==> src/rtl/alu_cmd_sequencer.sv <==
// Command/response sequencer for the 8-bit ALU datapath: loads operands, waits
// a programmable settle time, captures result and flags, returns a response.
module alu_cmd_sequencer #(
  parameter int unsigned SETTLE_CYCLES = 1,
  parameter int unsigned CNT_W         = 16
) (
  input  logic             clk,
  input  logic             rst,
  input  logic             cmd_valid,
  output logic             cmd_ready,
  input  logic [1:0]       cmd_op,
  input  logic [7:0]       cmd_a,
  input  logic [7:0]       cmd_b,
  input  logic             cmd_hold_a,
  input  logic             cmd_chain,
  output logic             resp_valid,
  input  logic             resp_ready,
  output logic [7:0]       resp_result,
  output logic             resp_zero,
  output logic             resp_carry,
  output logic [7:0]       dp_data_a,
  output logic [7:0]       dp_data_b,
  output logic [1:0]       dp_alu_op,
  output logic             dp_load_a,
  output logic             dp_load_b,
  input  logic [7:0]       dp_result,
  input  logic             dp_zero,
  input  logic             dp_carry,
  output logic             busy,
  output logic [CNT_W-1:0] txn_cnt
);

  localparam int unsigned SET_W = (SETTLE_CYCLES > 1) ? $clog2(SETTLE_CYCLES) : 1;

  typedef enum logic [1:0] {S_IDLE, S_LOAD, S_SETTLE, S_RESP} state_t;

  state_t           state_q, state_d;
  logic [SET_W-1:0] settle_cnt_q, settle_cnt_d;
  logic [7:0]       last_result_q, last_result_d;
  logic             cmd_ready_q, cmd_ready_d;
  logic             busy_q, busy_d;
  logic             resp_valid_q, resp_valid_d;
  logic [7:0]       resp_result_q, resp_result_d;
  logic             resp_zero_q, resp_zero_d;
  logic             resp_carry_q, resp_carry_d;
  logic [7:0]       dp_data_a_q, dp_data_a_d;
  logic [7:0]       dp_data_b_q, dp_data_b_d;
  logic [1:0]       dp_alu_op_q, dp_alu_op_d;
  logic             dp_load_a_q, dp_load_a_d;
  logic             dp_load_b_q, dp_load_b_d;
  logic [CNT_W-1:0] txn_cnt_q, txn_cnt_d;

  // Next-state and registered-output logic; dp operands/op double as the command register.
  always_comb begin
    state_d       = state_q;
    settle_cnt_d  = settle_cnt_q;
    last_result_d = last_result_q;
    resp_valid_d  = resp_valid_q;
    resp_result_d = resp_result_q;
    resp_zero_d   = resp_zero_q;
    resp_carry_d  = resp_carry_q;
    dp_data_a_d   = dp_data_a_q;
    dp_data_b_d   = dp_data_b_q;
    dp_alu_op_d   = dp_alu_op_q;
    dp_load_a_d   = 1'b0;
    dp_load_b_d   = 1'b0;
    txn_cnt_d     = txn_cnt_q;

    case (state_q)
      S_IDLE: begin
        if (cmd_valid && cmd_ready_q) begin
          state_d     = S_LOAD;
          dp_load_b_d = 1'b1;
          dp_load_a_d = !cmd_hold_a;
          dp_data_a_d = cmd_chain ? last_result_q : cmd_a;
          dp_data_b_d = cmd_b;
          dp_alu_op_d = cmd_op;
        end
      end
      S_LOAD: begin
        state_d      = S_SETTLE;
        settle_cnt_d = SET_W'(SETTLE_CYCLES - 1);
      end
      S_SETTLE: begin
        if (settle_cnt_q == '0) begin
          state_d       = S_RESP;
          resp_valid_d  = 1'b1;
          resp_result_d = dp_result;
          resp_zero_d   = dp_zero;
          resp_carry_d  = dp_carry;
          last_result_d = dp_result;
        end else begin
          settle_cnt_d = settle_cnt_q - SET_W'(1);
        end
      end
      S_RESP: begin
        if (resp_ready) begin
          state_d      = S_IDLE;
          resp_valid_d = 1'b0;
          txn_cnt_d    = txn_cnt_q + CNT_W'(1);
        end
      end
      default: state_d = S_IDLE;
    endcase

    cmd_ready_d = (state_d == S_IDLE);
    busy_d      = (state_d != S_IDLE);
  end

  always_ff @(posedge clk or posedge rst) begin
    if (rst) begin
      state_q       <= S_IDLE;
      settle_cnt_q  <= '0;
      last_result_q <= '0;
      cmd_ready_q   <= 1'b1;
      busy_q        <= 1'b0;
      resp_valid_q  <= 1'b0;
      resp_result_q <= '0;
      resp_zero_q   <= 1'b0;
      resp_carry_q  <= 1'b0;
      dp_data_a_q   <= '0;
      dp_data_b_q   <= '0;
      dp_alu_op_q   <= '0;
      dp_load_a_q   <= 1'b0;
      dp_load_b_q   <= 1'b0;
      txn_cnt_q     <= '0;
    end else begin
      state_q       <= state_d;
      settle_cnt_q  <= settle_cnt_d;
      last_result_q <= last_result_d;
      cmd_ready_q   <= cmd_ready_d;
      busy_q        <= busy_d;
      resp_valid_q  <= resp_valid_d;
      resp_result_q <= resp_result_d;
      resp_zero_q   <= resp_zero_d;
      resp_carry_q  <= resp_carry_d;
      dp_data_a_q   <= dp_data_a_d;
      dp_data_b_q   <= dp_data_b_d;
      dp_alu_op_q   <= dp_alu_op_d;
      dp_load_a_q   <= dp_load_a_d;
      dp_load_b_q   <= dp_load_b_d;
      txn_cnt_q     <= txn_cnt_d;
    end
  end

  assign cmd_ready   = cmd_ready_q;
  assign busy        = busy_q;
  assign resp_valid  = resp_valid_q;
  assign resp_result = resp_result_q;
  assign resp_zero   = resp_zero_q;
  assign resp_carry  = resp_carry_q;
  assign dp_data_a   = dp_data_a_q;
  assign dp_data_b   = dp_data_b_q;
  assign dp_alu_op   = dp_alu_op_q;
  assign dp_load_a   = dp_load_a_q;
  assign dp_load_b   = dp_load_b_q;
  assign txn_cnt     = txn_cnt_q;

endmodule

==> config.mk <==
export PLATFORM = sky130hd
export DESIGN_NAME = alu_cmd_sequencer
export DESIGN_NICKNAME = d
export VERILOG_FILES = /design/src/rtl/alu_cmd_sequencer.sv
export SDC_FILE = /design/constraint.sdc
export NUM_CORES = 1
export LEC_CHECK = 0
export CORE_MARGIN = 3
export CORE_UTILIZATION = 39
export DETAILED_ROUTE_END_ITERATION = 10
export PLACE_DENSITY = 0.76
export SETUP_SLACK_MARGIN = 0.05
export SYNTH_ARGS = -nofsm -noshare
export SYNTH_HDL_FRONTEND = slang
export SYNTH_SLANG_ARGS = --single-unit
==> constraint.sdc <==
create_clock -name clk -period 1.75 [get_ports clk]
set_clock_uncertainty 0.15 [all_clocks]
set_input_delay 0.35 -clock clk [delete_from_list [all_inputs] [get_ports clk]]
set_output_delay 0.35 -clock clk [all_outputs]
set_load 0.02 [all_outputs]
==> flow_metrics.tcl <==
set metrics [dict create \
    cts_buffers 5 \
    critical-path-slowest-cell "dfstp_2" \
    max_stage_delay_ps 540 \
    synthesis.area_sq_mm 0.00211 \
    cts_max_level 2 \
    cts_tree "built" \
    dr.pass1.iters 2 \
    clock-sinks 51 \
    crit_chain "clkdlybuf4s15_1" \
    hpwl_mm 3.48 \
    worst-path-buf-inv 1 \
    vias_per_cell 4.59 \
    wl_mm 4.46 \
    tns_ps 0 \
    rr_endpoint "txn_cnt[13]" \
    place.gp.congestion 0.790 \
    timing.final.crit_share 0.940 \
    status "complete, no violations" \
    arrival_ps 1150 \
    finalNetCount 296 \
    cp_top_family "flip-flops" \
    maxSlewViolCount 0 \
    drc 0 \
    synth_warnings 0 \
    final_layout_size_suffix_gt1_frac 0.191 \
    power_leakage_nw 1.53 \
    insertion_delay_ps 290 \
    fmax_mhz 608 \
    path_clk_slew_ps 100 \
    cp-end-kind "output pin" \
    finalCriticalPeriod_ps 1650 \
    ir_drop_v 0.000777 \
    hp-class "input pin to async pin" \
    ys_ff_latch 51 \
    diodes 0 \
    fillers 450 \
    stdcell_count 332 \
    antenna_found_initial 0 \
    ctsHoldBuffers 0 \
    die_height_um 79.5 \
    detail-route-antenna-nets 0 \
    cp_max_fo 2 \
    cp-start-kind "flop" \
    globalRouteOverflowTotal 0 \
    r2r_start "txn_cnt[4]" \
    syn_nets 200 \
    dieArea_sq_mm 0.00632 \
    grt_pass1_vias 1598 \
    gr-usage-all-layers 0.156 \
    area_growth_pct 51.3 \
    rows 26 \
    rr_worst_depth 4 \
    start_util 0.408 \
    ios 83 \
    synth_cells 165 \
    relSlewSlack 0.772 \
    dieWidth_um 79.5 \
    place_inst 324 \
    grt_pass1_wl_mm 7.69 \
    cts-root-buf "clkbuf_8" \
    critPathKind "flop to output pin" \
    rsz0062_at_grt "no" \
    finalSetupViolations 0 \
    finalHoldViolations 0 \
    num_vias 1525 \
    drv_cap 0 \
    avgSynthCellArea_sq_um 12.8 \
    synth_cell_types 27 \
    tightest_slew_ps 341 \
    port_buffers 82 \
    drt-initial-drc-count 49 \
    required_ps 1250 \
    ys_seq_area_frac 0.606 \
    clk_path_buf_depth 2 \
    power.density_mw_per_mm2 1520 \
    grt_max_degree 23 \
    core_area_sq_mm 0.00517 \
    drt-wirelength-per-cell_um 13.4 \
    rrSetupSlack_ps 180 \
]
[placed cells by master, fill, tap and decap left out, drive strengths merged]
master         instances
xnor2                  7
clkinvlp               2
nor3                   7
nand2                 11
bufinv                 2
clkdlybuf4s50         33
buf                   14
dfstp                  1
a21o                   2
and3                   3
mux2i                  8
nor2b                  1
a21oi                  8
dfrtp                 50
nand3                  5
nor4                   2
or2                    1
ha                     1
xor2                   8
nand4                  2
clkdlybuf4s15          1
dlygate4sd2           48
inv                    5
nor2                  15
clkbuf                 5
mux2                  20
[power by group]
group          switching [W]  internal [W]
clock               0.000389      0.000570
combinational        0.00108      0.000931
sequential          0.000266       0.00161
total                0.00173       0.00311
[flip-flops by register name, summed over array words and instances (netlist names), 2 cells and up]
signal and flops:
state_q 2, dp_data_a 8, dp_data_b 8, txn_cnt 16, resp_result 8, dp_alu_op 2
[kinds of logic (layout without fill, tap and decap cells)]
| kind of cell | count (synthesis) | count (layout) | synth area share |
|---|---|---|---|
| and+or+nand+nor | 47 | 47 | 0.124 |
| adders and majority gates | 1 | 1 | 0.00593 |
| buffers and inverters | 13 | 110 | 0.0309 |
| muxes | 28 | 28 | 0.145 |
| AOI/OAI and AO/OA | 10 | 10 | 0.0261 |
| DFF | 51 | 51 | 0.606 |
| xor gates and xnor gates | 15 | 15 | 0.0623 |
[what timing repair did]
| action | CTS | global route |
|---|---|---|
| buffers inserted | 0 | 0 |
| resized for setup | 49 | 2 |
| endpoints found under the hold margin | 0 | 0 |
| setup endpoints to repair | 49 | 2 |
[layer usage]
metal / global-route usage / wire length [um] / up-vias
met5: 0 / 0 / -
met4: 0.0515 / 53 / 0
met3: 0.0406 / 264 / 7
met2: 0.261 / 2230 / 45
met1: 0.196 / 1910 / 720
li1: - / - / 753
[stage by stage]
| step | power, W | instance area [sq um] | utilization | setup slack (ps) | hold WS (ps) |
|---|---|---|---|---|---|
| 3_5_place_dp | 0.00425 | 3110 | 0.602 | -201 | 315 |
| 6_report | 0.00485 | 3190 | 0.617 | 104 | 202 |
| 2_1_floorplan | 0.00307 | 2110 | - | 117 | 248 |
| 4_1_cts | 0.00492 | 3190 | 0.616 | 60.4 | 209 |
| 5_1_grt | 0.00516 | 3190 | 0.617 | 63.1 | 224 |
| 3_3_place_gp | 0.00420 | 3110 | 0.602 | -140 | 311 |
[Yosys cell counts, drive strengths merged]
library cell,instances,area share
xor2,8,0.033
and3,3,0.0089
mux2i,8,0.038
inv,6,0.011
clkbuf,1,0.0018
nor4,2,0.013
mux2,20,0.11
a21oi,8,0.019
dfrtp,50,0.59
dfstp,1,0.012
nor2,15,0.027
nand4,2,0.013
or2,1,0.0030
nand2,11,0.020
nor3,7,0.017
nand3,5,0.020
xnor2,7,0.029
buf,6,0.018
nor2b,1,0.0030
a21o,2,0.0071
ha,1,0.0059
[area by class of cell]
class / count / area [sq um] / share of cell area
Clock buffer: 5 / 68.8 / 0.0216
Sequential cell: 51 / 1280 / 0.400
Tap cell: 70 / 87.6 / 0.0275
Multi-Input combinational cell: 101 / 772 / 0.242
Timing Repair Buffer: 96 / 891 / 0.279
Clock inverter: 3 / 67.6 / 0.0212
Inverter: 6 / 26.3 / 0.00824
[worst max path at each step]
stage | to | depth (start not counted) | startpoint
4_1_cts | cmd_ready | 1 | cmd_ready
3_3_place_gp | txn_cnt[13] | 5 | resp_ready
2_1_floorplan | dp_alu_op[0] | 4 | cmd_ready
3_5_place_dp | txn_cnt[13] | 5 | resp_ready
6_report | cmd_ready | 1 | cmd_ready
5_1_grt | cmd_ready | 1 | cmd_ready
(Power assumes the default switching activity.)
